File: config.mk
export PLATFORM = sky130hd
export DESIGN_NAME = nap_countdown
export DESIGN_NICKNAME = d
export VERILOG_FILES = /design/src/rtl/nap_countdown.sv
export SDC_FILE = /design/constraint.sdc
export NUM_CORES = 1
export LEC_CHECK = 0
export BUFFER_PORTS_ARGS = -buffer_cell sky130_fd_sc_hd__buf_2
export CAP_MARGIN = 20
export CORE_MARGIN = 5
export CORE_UTILIZATION = 45
export CTS_CLUSTER_SIZE = 20
export DETAILED_ROUTE_END_ITERATION = 7
export PLACE_DENSITY = 0.7
export SETUP_SLACK_MARGIN = 0.4
export SLEW_MARGIN = 0
export SYNTH_ARGS = -nofsm -noshare
export SYNTH_HDL_FRONTEND = slang
export SYNTH_SLANG_ARGS = --single-unit
File: constraint.sdc
create_clock -name clk -period 3.78 [get_ports clk]
set_clock_uncertainty 0.05 [all_clocks]
set_input_delay 0.567 -clock clk [delete_from_list [all_inputs] [get_ports clk]]
set_output_delay 0.567 -clock clk [all_outputs]
set_load 0.02 [all_outputs]
File: src/rtl/nap_countdown.sv
// Nap countdown timer: loads a BCD hh:mm:ss value, counts down on tick_1hz and raises an alarm at zero.
// Optional macro NAP_ALARM_TIMEOUT_EN auto-clears the alarm after ALARM_SECONDS ticks.
module nap_countdown #(
    parameter int ALARM_SECONDS = 60
) (
    input  logic       clk,
    input  logic       rst,
    input  logic       tick_1hz,
    input  logic       load,
    input  logic       sharp,
    input  logic [3:0] hour_ten_in,
    input  logic [3:0] hour_one_in,
    input  logic [3:0] min_ten_in,
    input  logic [3:0] min_one_in,
    input  logic [3:0] sec_ten_in,
    input  logic [3:0] sec_one_in,
    output logic [3:0] hour_ten_out,
    output logic [3:0] hour_one_out,
    output logic [3:0] min_ten_out,
    output logic [3:0] min_one_out,
    output logic [3:0] sec_ten_out,
    output logic [3:0] sec_one_out,
    output logic       running,
    output logic       alarm,
    output logic       load_err
);

    typedef enum logic [1:0] {IDLE, RUN, ALARM} state_t;

    state_t     state;
    logic       valid_load;
    logic       load_zero;
    logic       dec_zero;
    logic [3:0] d_ht, d_ho, d_mt, d_mo, d_st, d_so;

    if (ALARM_SECONDS < 1) begin : g_param_check
        $error("ALARM_SECONDS must be at least 1");
    end

`ifdef NAP_ALARM_TIMEOUT_EN
    localparam int TW = $clog2(ALARM_SECONDS + 1);
    logic [TW-1:0] alarm_cnt;
`endif

    // Hour value must stay within 00..23 in addition to per-digit BCD limits.
    assign valid_load = (hour_ten_in <= 4'd2) && (hour_one_in <= 4'd9) &&
                        (min_ten_in <= 4'd5) && (min_one_in <= 4'd9) &&
                        (sec_ten_in <= 4'd5) && (sec_one_in <= 4'd9) &&
                        !((hour_ten_in == 4'd2) && (hour_one_in > 4'd3));

    assign load_zero = ({hour_ten_in, hour_one_in, min_ten_in,
                         min_one_in, sec_ten_in, sec_one_in} == 24'd0);

    always_comb begin
        d_ht = hour_ten_out;
        d_ho = hour_one_out;
        d_mt = min_ten_out;
        d_mo = min_one_out;
        d_st = sec_ten_out;
        d_so = sec_one_out;
        if (sec_one_out != 4'd0) begin
            d_so = sec_one_out - 4'd1;
        end else begin
            d_so = 4'd9;
            if (sec_ten_out != 4'd0) begin
                d_st = sec_ten_out - 4'd1;
            end else begin
                d_st = 4'd5;
                if (min_one_out != 4'd0) begin
                    d_mo = min_one_out - 4'd1;
                end else begin
                    d_mo = 4'd9;
                    if (min_ten_out != 4'd0) begin
                        d_mt = min_ten_out - 4'd1;
                    end else begin
                        d_mt = 4'd5;
                        if (hour_one_out != 4'd0) begin
                            d_ho = hour_one_out - 4'd1;
                        end else begin
                            d_ho = 4'd9;
                            d_ht = hour_ten_out - 4'd1;
                        end
                    end
                end
            end
        end
    end

    assign dec_zero = ({d_ht, d_ho, d_mt, d_mo, d_st, d_so} == 24'd0);

    always_ff @(posedge clk) begin
        if (!rst) begin
            state        <= IDLE;
            hour_ten_out <= 4'd0;
            hour_one_out <= 4'd0;
            min_ten_out  <= 4'd0;
            min_one_out  <= 4'd0;
            sec_ten_out  <= 4'd0;
            sec_one_out  <= 4'd0;
            running      <= 1'b0;
            alarm        <= 1'b0;
            load_err     <= 1'b0;
`ifdef NAP_ALARM_TIMEOUT_EN
            alarm_cnt    <= '0;
`endif
        end else begin
            load_err <= 1'b0;
            if (load) begin
                // A load overrides sharp and tick in the same cycle, valid or not.
                if (valid_load) begin
                    hour_ten_out <= hour_ten_in;
                    hour_one_out <= hour_one_in;
                    min_ten_out  <= min_ten_in;
                    min_one_out  <= min_one_in;
                    sec_ten_out  <= sec_ten_in;
                    sec_one_out  <= sec_one_in;
                    if (load_zero) begin
                        state   <= ALARM;
                        running <= 1'b0;
                        alarm   <= 1'b1;
`ifdef NAP_ALARM_TIMEOUT_EN
                        alarm_cnt <= '0;
`endif
                    end else begin
                        state   <= RUN;
                        running <= 1'b1;
                        alarm   <= 1'b0;
                    end
                end else begin
                    load_err <= 1'b1;
                end
            end else begin
                case (state)
                    RUN: begin
                        if (sharp) begin
                            state        <= IDLE;
                            running      <= 1'b0;
                            hour_ten_out <= 4'd0;
                            hour_one_out <= 4'd0;
                            min_ten_out  <= 4'd0;
                            min_one_out  <= 4'd0;
                            sec_ten_out  <= 4'd0;
                            sec_one_out  <= 4'd0;
                        end else if (tick_1hz) begin
                            hour_ten_out <= d_ht;
                            hour_one_out <= d_ho;
                            min_ten_out  <= d_mt;
                            min_one_out  <= d_mo;
                            sec_ten_out  <= d_st;
                            sec_one_out  <= d_so;
                            if (dec_zero) begin
                                state   <= ALARM;
                                running <= 1'b0;
                                alarm   <= 1'b1;
`ifdef NAP_ALARM_TIMEOUT_EN
                                alarm_cnt <= '0;
`endif
                            end
                        end
                    end
                    ALARM: begin
                        if (sharp) begin
                            state <= IDLE;
                            alarm <= 1'b0;
`ifdef NAP_ALARM_TIMEOUT_EN
                        end else if (tick_1hz) begin
                            if (alarm_cnt == TW'(ALARM_SECONDS - 1)) begin
                                state <= IDLE;
                                alarm <= 1'b0;
                            end else begin
                                alarm_cnt <= alarm_cnt + 1'b1;
                            end
`endif
                        end
                    end
                    default: begin
                    end
                endcase
            end
        end
    end

endmodule

==> results of run 1 <==
layer usage:
metal | wire length (µm) | share of wire
met5 | 0 | 0
met2 | 3450 | 0.48
met3 | 730 | 0.10
met1 | 2980 | 0.41
met4 | 101 | 0.014
cells by family after synthesis:
family | Yosys count | synth area share
xor+xnor | 1 | 0.00426
compound gates | 107 | 0.349
flops | 29 | 0.282
buf+inv | 26 | 0.0517
fa+ha+maj | 1 | 0.00608
simple gates | 114 | 0.307
stage by stage:
stage / std cells / hold WS, ns / total power [mW] / setup slack [ns] / cell area, µm²
final: 376 / 0.427 / 0.655 / 1.33 / 2420
after global routing: 376 / 0.457 / 0.680 / 1.17 / 2420
after CTS: 376 / 0.432 / 0.658 / 1.35 / 2420
after detailed placement: 368 / 0.425 / 0.409 / 1.24 / 2340
after global placement: 368 / 0.411 / 0.409 / 1.24 / 2340
after floorplan: 278 / 0.492 / 0.371 / 1.54 / 2060
power by group through the flow:
stage,Combinational [mW],Clock (mW),Sequential (mW)
6_report,0.0951,0.249,0.311
5_1_grt,0.101,0.268,0.311
4_1_cts,0.0920,0.255,0.311
3_5_place_dp,0.0913,0,0.317
3_3_place_gp,0.0913,0,0.317
2_1_floorplan,0.0518,0,0.319
how the worst max path moves through the flow:
stage | startpoint | to
finish | sec_ten_out[0] | alarm
detailed placement | hour_ten_in[2] | min_one_out[3]
global route | sec_one_out[0] | hour_one_out[1]
floorplan | hour_ten_in[2] | hour_one_out[3]
global placement | load | hour_one_out[1]
CTS | sec_ten_out[0] | alarm
sequential cells by signal (all words and copies together), names as in the netlist, 2 cells and up:
name and cells:
hour_one_out 4, hour_ten_out 4, min_one_out 4, min_ten_out 4, sec_one_out 4, sec_ten_out 4, state 2
worst max-delay path, stage by stage, from the launching register on:
cell and delay [ns]:
dfxtp_1 0.37, or4_1 0.70, o31a_1 0.39, nor4_1 0.56
nor2_1 0.12, o22ai_1 0.19
cell usage in the layout (no fill, tap or decap), types with 6 or more instances in the layout:
cell      count
a211oi_1      6
dfxtp_1      29
nor3_1       10
nor4_1       19
inv_1         6
nor2_1       18
nand3_1      11
nand2_1      20
o21ai_0      20
a21oi_1      32
buf_2        55
or4_1         7
layout make-up:
type	instances	area share
repair buffers	58	0.123
inverters	6	0.00932
well taps	52	0.0269
multi-input cells	223	0.567
flip-flops and latches	29	0.240
clock buffers	8	0.0331
==> report_table.html, run 1 <==
<table>
<tr><th>Metric</th><th>Value</th></tr>
<tr><th colspan="2">Outcome</th></tr>
<tr><td>Result of the run</td><td>finished, final reports clean</td></tr>
<tr><th colspan="2">STA</th></tr>
<tr><td>Number of setup violations in the final report</td><td>0</td></tr>
<tr><td>Post-Route Setup TNS</td><td>0 ns</td></tr>
<tr><td>Pins Over Slew Limit</td><td>0</td></tr>
<tr><td>Normalized max-slew margin</td><td>0.419</td></tr>
<tr><td>Number of hold violations in the final report</td><td>0</td></tr>
<tr><td>Upper clock frequency limit</td><td>around 410 MHz</td></tr>
<tr><td>Period Utilization, post-route</td><td>0.649</td></tr>
<tr><td>Final worst path period need</td><td>~2.5 ns</td></tr>
<tr><td>Unrepaired setup endpoints after global routing</td><td>false</td></tr>
<tr><td>Slew at the pin closest to its max-slew limit</td><td>a little under 0.9 ns</td></tr>
<tr><th colspan="2">Synth</th></tr>
<tr><td>Cell types with the largest area share after synthesis</td><td>dfxtp_1 28%, a21oi_1 7.8%, nor4_1 5.8%</td></tr>
<tr><td>Post-synth top cells</td><td>32 x a21oi_1, 29 x dfxtp_1, 20 x nand2_1, 20 x o21ai_0, 19 x nor4_1</td></tr>
<tr><td>Number of flip-flops and latches in the synthesized netlist</td><td>29</td></tr>
<tr><td>Cell variety after synth</td><td>55</td></tr>
<tr><td>Syn. warnings</td><td>0</td></tr>
<tr><td>Share of async-settable or async-resettable flops after synthesis</td><td>0</td></tr>
<tr><td>Post-Syn Nets</td><td>308</td></tr>
<tr><td>Sequential-to-total area share from yosys stat</td><td>0.282</td></tr>
<tr><td>Cell with the most instances after synthesis</td><td>a21oi_1</td></tr>
<tr><td>Area of the mapped netlist</td><td>slightly above 0.002 mm²</td></tr>
<tr><td>Main synth FF type</td><td>dfxtp_1</td></tr>
<tr><td>Post-Synthesis Cells</td><td>about 280</td></tr>
<tr><td>Cell taking the most area after synthesis</td><td>dfxtp_1</td></tr>
<tr><td>Count of flip-flops with a built-in enable after synthesis</td><td>0</td></tr>
<tr><td>Share of Yosys cell area claimed by the top area cell type</td><td>0.282</td></tr>
<tr><td>Average cell area after synthesis</td><td>7.40 µm²</td></tr>
<tr><th colspan="2">GRT</th></tr>
<tr><td>Fraction of met3 tracks used by global routing</td><td>0.0486</td></tr>
<tr><td>Total congestion overflow</td><td>0</td></tr>
<tr><td>Layer with the highest usage</td><td>met2</td></tr>
<tr><td>Largest net degree at the start of global routing</td><td>30</td></tr>
<tr><td>Met1 layer usage reported by global route</td><td>0.310</td></tr>
<tr><td>Number of antenna violations at the first check in global routing</td><td>0</td></tr>
<tr><td>Global-route met2 utilization</td><td>0.357</td></tr>
<tr><td>Global-route wire length before repair</td><td>approximately 11000 µm</td></tr>
<tr><td>Vias in the first global route</td><td>about 2.3k</td></tr>
<tr><td>GRT Overall Usage</td><td>0.228</td></tr>
<tr><th colspan="2">Floorplanning</th></tr>
<tr><td>Starting density of the core</td><td>0.469</td></tr>
<tr><td>Die width</td><td>between 70 and 80 µm</td></tr>
<tr><td>Core box area</td><td>between 0.004 and 0.005 mm²</td></tr>
<tr><td>Total I/O pin count</td><td>56</td></tr>
<tr><td>Die outline height</td><td>about 78 µm</td></tr>
<tr><td>Die area</td><td>between 0.006 and 0.007 mm²</td></tr>
<tr><td>Placement Rows</td><td>24</td></tr>
<tr><th colspan="2">Layout</th></tr>
<tr><td>Fraction of final layout cells sized beyond drive strength 1</td><td>0.225</td></tr>
<tr><td>Post-layout util</td><td>0.551</td></tr>
<tr><td>Synth-to-Final Area Change</td><td>17.5%</td></tr>
<tr><td>Sequential standard cell area</td><td>~580 µm²</td></tr>
<tr><td>Area of the multi-input gates</td><td>approximately 0.0014 mm²</td></tr>
<tr><td>Fill count</td><td>458</td></tr>
<tr><td>Number of inserted diodes</td><td>0</td></tr>
<tr><td>Number of nets in the layout</td><td>353</td></tr>
<tr><th colspan="2">Power</th></tr>
<tr><td>Areal power density over the cells</td><td>271 mW/mm²</td></tr>
<tr><td>Net switching power</td><td>0.184 mW</td></tr>
<tr><td>Switching part of the total</td><td>0.281</td></tr>
<tr><td>Part of the power in combinational logic</td><td>0.145</td></tr>
<tr><td>Fraction of power consumed by the clock network</td><td>0.380</td></tr>
<tr><td>Total internal power</td><td>approximately 0.47 mW</td></tr>
<tr><td>VDD IR max</td><td>approximately 0.15 mV</td></tr>
<tr><td>Leak Pwr</td><td>just under 1 nW</td></tr>
<tr><td>Seq pwr share</td><td>0.475</td></tr>
<tr><th colspan="2">Clock network</th></tr>
<tr><td>CTS root buf</td><td>clkbuf_8</td></tr>
<tr><td>Post-cts sizing count</td><td>0</td></tr>
<tr><td>Worst skew pair latency</td><td>roughly 0.28 ns</td></tr>
<tr><td>CTS Sinks</td><td>29</td></tr>
<tr><td>Number of setup buffers added after CTS</td><td>0</td></tr>
<tr><td>Clock-pin slew on the worst setup and hold paths</td><td>~0.060 ns</td></tr>
<tr><td>H-tree levels</td><td>2</td></tr>
<tr><td>Clock tree from TritonCTS</td><td>yes</td></tr>
<tr><td>Hold buffers post-CTS</td><td>0</td></tr>
<tr><td>Number of buffers created by CTS</td><td>5</td></tr>
<tr><td>Clk buf depth</td><td>2</td></tr>
<tr><th colspan="2">Route</th></tr>
<tr><td>Drc violations</td><td>0</td></tr>
<tr><td>Number of vias after detailed routing</td><td>roughly 2.6k</td></tr>
<tr><td>Mean number of vias per cell</td><td>6.87</td></tr>
<tr><td>First-pass iteration count of the detailed router</td><td>5</td></tr>
<tr><td>Detail Route Antenna Nets</td><td>0</td></tr>
<tr><td>WL/cell</td><td>between 15 and 20 µm</td></tr>
<tr><td>Routed wire length</td><td>roughly 7300 µm</td></tr>
<tr><td>Number of violations reported at the end of detailed-routing iteration 0</td><td>~450</td></tr>
<tr><th colspan="2">Worst hold path</th></tr>
<tr><td>Endpoint of the worst hold path</td><td>alarm</td></tr>
<tr><td>Hold Startpoint</td><td>alarm</td></tr>
<tr><td>Class of the tightest hold or removal check</td><td>register to register</td></tr>
<tr><td>Hold Crit Depth</td><td>2</td></tr>
<tr><th colspan="2">Worst setup path</th></tr>
<tr><td>Type of destination of the critical path</td><td>register</td></tr>
<tr><td>Data required time of the critical path</td><td>slightly below 4 ns</td></tr>
<tr><td>Crit start category</td><td>register</td></tr>
<tr><td>Number of cell instances on the worst register-to-register path</td><td>5</td></tr>
<tr><td>Crit Reg-Reg Endpoint</td><td>alarm</td></tr>
<tr><td>FF-to-FF Start</td><td>sec_ten_out[0]</td></tr>
<tr><td>Type of the setup path with the least slack</td><td>register to register</td></tr>
<tr><td>Minimum setup slack among reg-to-reg paths</td><td>roughly 1.3 ns</td></tr>
<tr><td>WP data arrival</td><td>~2.6 ns</td></tr>
<tr><td>Maximum net fanout on the critical path</td><td>8</td></tr>
<tr><th colspan="2">Placement</th></tr>
<tr><td>Detail Placement HPWL</td><td>slightly above 5000 µm</td></tr>
<tr><td>Count of buffers from port buffering</td><td>55</td></tr>
<tr><td>Routability-driven placement congestion ratio</td><td>0.878</td></tr>
<tr><th colspan="2">Job</th></tr>
<tr><td>Max-cap violation count</td><td>0</td></tr>
</table>
Power figures use the tool's default switching activity.
==> inputs of run 2 (changes only) <==
--- a/config.mk
+++ b/config.mk
@@ -11,7 +11,7 @@
 export CORE_UTILIZATION = 45
 export CTS_CLUSTER_SIZE = 20
 export DETAILED_ROUTE_END_ITERATION = 7
-export PLACE_DENSITY = 0.7
+export PLACE_DENSITY = 0.73
 export SETUP_SLACK_MARGIN = 0.4
 export SLEW_MARGIN = 0
 export SYNTH_ARGS = -nofsm -noshare
==> constraint.sdc (replaced) <==
create_clock -name clk -period 2.1 [get_ports clk]
set_clock_uncertainty 0.05 [all_clocks]
set_input_delay 0.315 -clock clk [delete_from_list [all_inputs] [get_ports clk]]
set_output_delay 0.315 -clock clk [all_outputs]
set_load 0.02 [all_outputs]
==> report_table.html, run 2 (synthesis gave the netlist of run 1 again) <==
<table>
<tr><th>Metric</th><th>Value</th></tr>
<tr><th colspan="2">Placement</th></tr>
<tr><td>Routability-driven placement congestion ratio</td><td>around 0.91</td></tr>
<tr><td>Count of buffers from port buffering</td><td>55</td></tr>
<tr><td>Dpl ws</td><td>0.0176 ns</td></tr>
<tr><td>Detail Placement HPWL</td><td>between 5000 and 6000 µm</td></tr>
<tr><td>Placed Instances</td><td>slightly above 400</td></tr>
<tr><th colspan="2">Layout</th></tr>
<tr><td>Number of nets in the layout</td><td>approximately 400</td></tr>
<tr><td>Post-layout util</td><td>0.737</td></tr>
<tr><td>Most frequent standard cell in the layout excluding fill and tap cells</td><td>buf_2</td></tr>
<tr><td>Fill count</td><td>between 300 and 400</td></tr>
<tr><td>Fraction of final layout cells sized beyond drive strength 1</td><td>0.460</td></tr>
<tr><td>Area of the multi-input gates</td><td>0.00168 mm²</td></tr>
<tr><td>Sequential standard cell area</td><td>608 µm²</td></tr>
<tr><td>Number of inserted diodes</td><td>0</td></tr>
<tr><td>Most frequent cells in the layout</td><td>53 x buf_2, 50 x buf_4, 25 x a21oi_1</td></tr>
<tr><td>Final cell count without fillers</td><td>between 400 and 500</td></tr>
<tr><td>Synth-to-Final Area Change</td><td>57.1%</td></tr>
<tr><th colspan="2">GRT</th></tr>
<tr><td>Largest net degree at the start of global routing</td><td>22</td></tr>
<tr><td>Vias in the first global route</td><td>approximately 2.7k</td></tr>
<tr><td>GRT Overall Usage</td><td>0.278</td></tr>
<tr><td>Number of antenna violations at the first check in global routing</td><td>0</td></tr>
<tr><td>Total congestion overflow</td><td>0</td></tr>
<tr><td>Global-route wire length before repair</td><td>13700 µm</td></tr>
<tr><th colspan="2">Clock network</th></tr>
<tr><td>Hold buffers post-CTS</td><td>0</td></tr>
<tr><td>CTS root buf</td><td>clkbuf_8</td></tr>
<tr><td>Clock tree from TritonCTS</td><td>yes</td></tr>
<tr><td>CTS Sinks</td><td>29</td></tr>
<tr><td>Worst skew pair latency</td><td>between 0.2 and 0.3 ns</td></tr>
<tr><td>Clock-pin slew on the worst setup and hold paths</td><td>around 0.07 ns</td></tr>
<tr><td>Clk buf depth</td><td>2</td></tr>
<tr><td>H-tree levels</td><td>2</td></tr>
<tr><td>Number of buffers created by CTS</td><td>5</td></tr>
<tr><th colspan="2">STA</th></tr>
<tr><td>Number of hold violations in the final report</td><td>0</td></tr>
<tr><td>Unrepaired setup endpoints after global routing</td><td>true</td></tr>
<tr><td>Fin worst setup slack</td><td>-0.00831 ns</td></tr>
<tr><td>Number of setup violations in the final report</td><td>1</td></tr>
<tr><td>Normalized max-slew margin</td><td>0.445</td></tr>
<tr><td>Period Utilization, post-route</td><td>1.00</td></tr>
<tr><td>Final worst path period need</td><td>2.11 ns</td></tr>
<tr><td>Pins Over Slew Limit</td><td>0</td></tr>
<tr><td>Slew at the pin closest to its max-slew limit</td><td>~0.83 ns</td></tr>
<tr><td>Upper clock frequency limit</td><td>roughly 470 MHz</td></tr>
<tr><th colspan="2">Floorplanning</th></tr>
<tr><td>Die width</td><td>about 78 µm</td></tr>
<tr><td>Placement Rows</td><td>24</td></tr>
<tr><td>Starting density of the core</td><td>0.469</td></tr>
<tr><td>Core box area</td><td>roughly 0.0044 mm²</td></tr>
<tr><td>Total I/O pin count</td><td>56</td></tr>
<tr><td>Die outline height</td><td>around 78 µm</td></tr>
<tr><td>Die area</td><td>between 0.006 and 0.007 mm²</td></tr>
<tr><th colspan="2">Worst hold path</th></tr>
<tr><td>Class of the tightest hold or removal check</td><td>primary input to register</td></tr>
<tr><th colspan="2">Outcome</th></tr>
<tr><td>Result of the run</td><td>finished, violations left</td></tr>
<tr><td>Violations in the final reports</td><td>setup timing</td></tr>
<tr><th colspan="2">Worst setup path</th></tr>
<tr><td>WP data arrival</td><td>approximately 2.3 ns</td></tr>
<tr><td>Type of the setup path with the least slack</td><td>register to register</td></tr>
<tr><td>Type of destination of the critical path</td><td>register</td></tr>
<tr><td>Crit start category</td><td>register</td></tr>
<tr><td>Maximum net fanout on the critical path</td><td>6</td></tr>
<tr><td>Data required time of the critical path</td><td>around 2.3 ns</td></tr>
<tr><th colspan="2">Route</th></tr>
<tr><td>Detail Route Antenna Nets</td><td>0</td></tr>
<tr><td>Routed wire length</td><td>approximately 9400 µm</td></tr>
<tr><td>Number of vias after detailed routing</td><td>roughly 3.0k</td></tr>
<tr><td>WL/cell</td><td>~22 µm</td></tr>
<tr><td>Met3 wirelength from detailed routing</td><td>1220 µm</td></tr>
<tr><td>Number of violations reported at the end of detailed-routing iteration 0</td><td>486</td></tr>
<tr><td>Mean number of vias per cell</td><td>~7</td></tr>
<tr><td>First-pass iteration count of the detailed router</td><td>5</td></tr>
<tr><td>Detailed-routed wire length on met2</td><td>4230 µm</td></tr>
<tr><td>Uppermost layer routed</td><td>met4</td></tr>
<tr><td>Wire length on met1</td><td>around 3500 µm</td></tr>
<tr><td>Drc violations</td><td>0</td></tr>
<tr><th colspan="2">Power</th></tr>
<tr><td>Leak Pwr</td><td>approximately 1.4 nW</td></tr>
<tr><td>Areal power density over the cells</td><td>a little under 400 mW/mm²</td></tr>
<tr><td>Total power</td><td>roughly 1.3 mW</td></tr>
<tr><td>VDD IR max</td><td>roughly 0.27 mV</td></tr>
<tr><th colspan="2">Job</th></tr>
<tr><td>Max-cap violation count</td><td>0</td></tr>
</table>
-- run 2: final cells by class --
cell class,count,area share
tap,52,0.0201
inverter,6,0.00697
clock buffer,8,0.0248
multi-input combinational,223,0.519
timing repair buffer,112,0.241
sequential,29,0.188
-- run 2: where the power goes --
part | internal (mW) | switching, mW | total, mW
combinational | 0.0883 | 0.142 | 0.231
sequential | 0.547 | 0.00409 | 0.551
clock | 0.235 | 0.234 | 0.469
-- run 2: worst paths after layout --
check	startpoint	to	slack [ns]	cells after the start
worst min-delay path	hour_ten_in[0]	hour_ten_out[0]	0.26	3
worst min register to register	alarm	alarm	0.44	2
worst max-delay path	sec_ten_out[0]	min_one_out[2]	-0.008	7
worst max register to register	sec_ten_out[0]	min_one_out[2]	-0.008	7
-- run 2: worst max-delay path, stage by stage (launching register included) --
cell and delay, ns:
dfxtp_2 0.35, or4_4 0.54, buf_6 0.16, nor4_2 0.24
buf_4 0.22, a21oi_1 0.08, o211ai_1 0.18, o221a_2 0.22
-- run 2: per-stage QoR --
stage / hold WS, ns / area [µm²] / TNS (ns)
floorplan: 0.427 / 2160 / 0
global placement: 0.409 / 2690 / 0
detailed placement: 0.413 / 2690 / 0
CTS: 0.280 / 2970 / 0
global route: 0.277 / 3230 / -0.224
finish: 0.258 / 3230 / -0.00831
-- run 2: repair_timing --
item / CTS / global route
pin swaps: 14 / 20
setup endpoints to repair: 21 / 23
cloned: 0 / 2
resized for setup: 20 / 37
buffers inserted: 12 / 4
-- run 2: routing by layer --
layer	GRT usage	vias up
met1	0.370	1406
met2	0.436	285
met5	0	-
met4	0.119	0
li1	-	1294
met3	0.0544	62
==> inputs of run 3 (changes only) <==
--- a/config.mk
+++ b/config.mk
@@ -11,7 +11,7 @@
 export CORE_UTILIZATION = 45
 export CTS_CLUSTER_SIZE = 20
 export DETAILED_ROUTE_END_ITERATION = 7
-export PLACE_DENSITY = 0.73
+export PLACE_DENSITY = 0.7
 export SETUP_SLACK_MARGIN = 0.4
 export SLEW_MARGIN = 0
 export SYNTH_ARGS = -nofsm -noshare
==> constraint.sdc (replaced) <==
create_clock -name clk -period 2.45 [get_ports clk]
set_clock_uncertainty 0.05 [all_clocks]
set_input_delay 0.3675 -clock clk [delete_from_list [all_inputs] [get_ports clk]]
set_output_delay 0.3675 -clock clk [all_outputs]
set_load 0.02 [all_outputs]
==> report_table.html, run 3 (synthesis gave the netlist of run 1 again) <==
<table>
<tr><th>Metric</th><th>Value</th></tr>
<tr><th colspan="2">Power</th></tr>
<tr><td>Fraction of power consumed by the clock network</td><td>0.401</td></tr>
<tr><td>VDD IR max</td><td>about 0.22 mV</td></tr>
<tr><td>Leak Pwr</td><td>1.18 nW</td></tr>
<tr><td>Part of the power in combinational logic</td><td>0.156</td></tr>
<tr><td>Seq pwr share</td><td>0.443</td></tr>
<tr><td>Net switching power</td><td>0.309 mW</td></tr>
<tr><td>Areal power density over the cells</td><td>around 380 mW/mm²</td></tr>
<tr><td>Switching part of the total</td><td>0.289</td></tr>
<tr><td>Total internal power</td><td>~0.76 mW</td></tr>
<tr><th colspan="2">Route</th></tr>
<tr><td>Routed wire length</td><td>about 8000 µm</td></tr>
<tr><td>Drc violations</td><td>0</td></tr>
<tr><td>Number of vias after detailed routing</td><td>2738</td></tr>
<tr><td>Number of violations reported at the end of detailed-routing iteration 0</td><td>around 440</td></tr>
<tr><td>WL/cell</td><td>20.0 µm</td></tr>
<tr><td>First-pass iteration count of the detailed router</td><td>5</td></tr>
<tr><td>Mean number of vias per cell</td><td>a little under 7</td></tr>
<tr><td>Detail Route Antenna Nets</td><td>0</td></tr>
<tr><th colspan="2">Layout</th></tr>
<tr><td>Fraction of final layout cells sized beyond drive strength 1</td><td>0.369</td></tr>
<tr><td>Final Instance Area</td><td>approximately 0.0028 mm²</td></tr>
<tr><td>Number of inserted diodes</td><td>0</td></tr>
<tr><td>Synth-to-Final Area Change</td><td>36.6%</td></tr>
<tr><td>Most frequent cells in the layout</td><td>55 x buf_2, 32 x buf_4, 29 x a21oi_1</td></tr>
<tr><td>Number of nets in the layout</td><td>between 300 and 400</td></tr>
<tr><td>Most frequent standard cell in the layout excluding fill and tap cells</td><td>buf_2</td></tr>
<tr><th colspan="2">Clock network</th></tr>
<tr><td>CTS root buf</td><td>clkbuf_8</td></tr>
<tr><td>Number of buffers created by CTS</td><td>5</td></tr>
<tr><td>Clock-pin slew on the worst setup and hold paths</td><td>0.07 ns</td></tr>
<tr><td>H-tree levels</td><td>2</td></tr>
<tr><td>CTS Sinks</td><td>29</td></tr>
<tr><td>Clock tree from TritonCTS</td><td>yes</td></tr>
<tr><td>Clk buf depth</td><td>2</td></tr>
<tr><td>Worst skew pair latency</td><td>around 0.29 ns</td></tr>
<tr><th colspan="2">Worst setup path</th></tr>
<tr><td>Type of destination of the critical path</td><td>register</td></tr>
<tr><td>Maximum net fanout on the critical path</td><td>4</td></tr>
<tr><td>WP data arrival</td><td>around 2.3 ns</td></tr>
<tr><td>Data required time of the critical path</td><td>approximately 2.6 ns</td></tr>
<tr><td>Crit start category</td><td>register</td></tr>
<tr><td>Type of the setup path with the least slack</td><td>register to register</td></tr>
<tr><th colspan="2">GRT</th></tr>
<tr><td>Largest net degree at the start of global routing</td><td>21</td></tr>
<tr><td>Number of antenna violations at the first check in global routing</td><td>0</td></tr>
<tr><td>Global-route wire length before repair</td><td>12900 µm</td></tr>
<tr><td>GRT Overall Usage</td><td>0.260</td></tr>
<tr><td>Vias in the first global route</td><td>2547</td></tr>
<tr><td>Total congestion overflow</td><td>0</td></tr>
<tr><th colspan="2">Floorplanning</th></tr>
<tr><td>Die area</td><td>between 0.006 and 0.007 mm²</td></tr>
<tr><td>Core box area</td><td>0.00438 mm²</td></tr>
<tr><td>Die width</td><td>slightly below 80 µm</td></tr>
<tr><td>Starting density of the core</td><td>0.469</td></tr>
<tr><td>Total I/O pin count</td><td>between 50 and 60</td></tr>
<tr><td>Die outline height</td><td>between 70 and 80 µm</td></tr>
<tr><td>Placement Rows</td><td>24</td></tr>
<tr><th colspan="2">Job</th></tr>
<tr><td>Max-cap violation count</td><td>0</td></tr>
<tr><th colspan="2">STA</th></tr>
<tr><td>Final worst path period need</td><td>~2.1 ns</td></tr>
<tr><td>Period Utilization, post-route</td><td>0.872</td></tr>
<tr><td>Pins Over Slew Limit</td><td>0</td></tr>
<tr><td>Normalized max-slew margin</td><td>0.494</td></tr>
<tr><td>Post-Route Hold Slack</td><td>0.334 ns</td></tr>
<tr><td>Number of setup violations in the final report</td><td>0</td></tr>
<tr><td>Post-Route Setup TNS</td><td>0 ns</td></tr>
<tr><td>Upper clock frequency limit</td><td>approximately 470 MHz</td></tr>
<tr><td>Unrepaired setup endpoints after global routing</td><td>true</td></tr>
<tr><td>Slew at the pin closest to its max-slew limit</td><td>about 0.76 ns</td></tr>
<tr><td>Number of hold violations in the final report</td><td>0</td></tr>
<tr><th colspan="2">Worst hold path</th></tr>
<tr><td>Class of the tightest hold or removal check</td><td>primary input to register</td></tr>
<tr><th colspan="2">Outcome</th></tr>
<tr><td>Result of the run</td><td>finished, final reports clean</td></tr>
<tr><th colspan="2">Placement</th></tr>
<tr><td>Post-detailed-placement cell area</td><td>0.00243 mm²</td></tr>
<tr><td>Count of buffers from port buffering</td><td>between 50 and 60</td></tr>
<tr><td>Detail Placement HPWL</td><td>about 5400 µm</td></tr>
<tr><td>Routability-driven placement congestion ratio</td><td>a little over 0.9</td></tr>
</table>
## run 3: routing by layer
layer,global-route usage,wire (µm),vias up
li1,-,-,1246
met1,0.368,3460,1271
met2,0.394,3690,194
met3,0.0567,796,27
met4,0.0773,184,0
met5,0,0,-
## run 3: worst paths after layout
check                       start             end  slack [ns]  cells past startpoint
setup reg to reg  hour_ten_out[2]           alarm        0.31                      5
hold / removal      sec_ten_in[0]  sec_ten_out[0]        0.33                      3
hold reg to reg    sec_ten_out[3]  sec_ten_out[3]        0.42                      2
setup / recovery  hour_ten_out[2]           alarm        0.31                      5
## run 3: power groups by stage
stage	clock network (mW)	registers [mW]	logic, mW
after detailed placement	0	0.489	0.148
after CTS	0.421	0.475	0.152
after global placement	0	0.489	0.148
after floorplan	0	0.491	0.0807
final	0.428	0.473	0.166
after global routing	0.451	0.473	0.176
## run 3: cell type report
type | instances | area [µm²]
tap | 52 | 65.1
timing repair buffer | 89 | 538
multi-input combinational | 223 | 1490
inverter | 6 | 22.5
clock buffer | 8 | 90.1
sequential | 29 | 607
fill | 381 | 1580
## run 3: metrics by stage
| step | total power [mW] | utilization | setup WS, ns | instances |
|---|---|---|---|---|
| 2_1_floorplan | 0.572 | - | 0.391 | 278 |
| 3_3_place_gp | 0.637 | 0.554 | 0.267 | 377 |
| 3_5_place_dp | 0.637 | 0.554 | 0.243 | 377 |
| 4_1_cts | 1.05 | 0.604 | 0.371 | 395 |
| 5_1_grt | 1.10 | 0.641 | 0.261 | 407 |
| 6_report | 1.07 | 0.641 | 0.315 | 407 |
## run 3: what timing repair did
| action | in CTS | in global routing |
|---|---|---|
| pin swaps | 7 | 23 |
| setup buffers | 10 | 12 |
| hold buffers | 0 | 0 |
| setup endpoints to repair | 9 | 16 |
| resized for setup | 11 | 19 |
## run 3: critical path, stage by stage, from the launching register on
cell,delay (ns)
dfxtp_4,0.35
or4_4,0.52
or4_4,0.51
nor4_4,0.35
o22a_1,0.17
o22ai_1,0.06
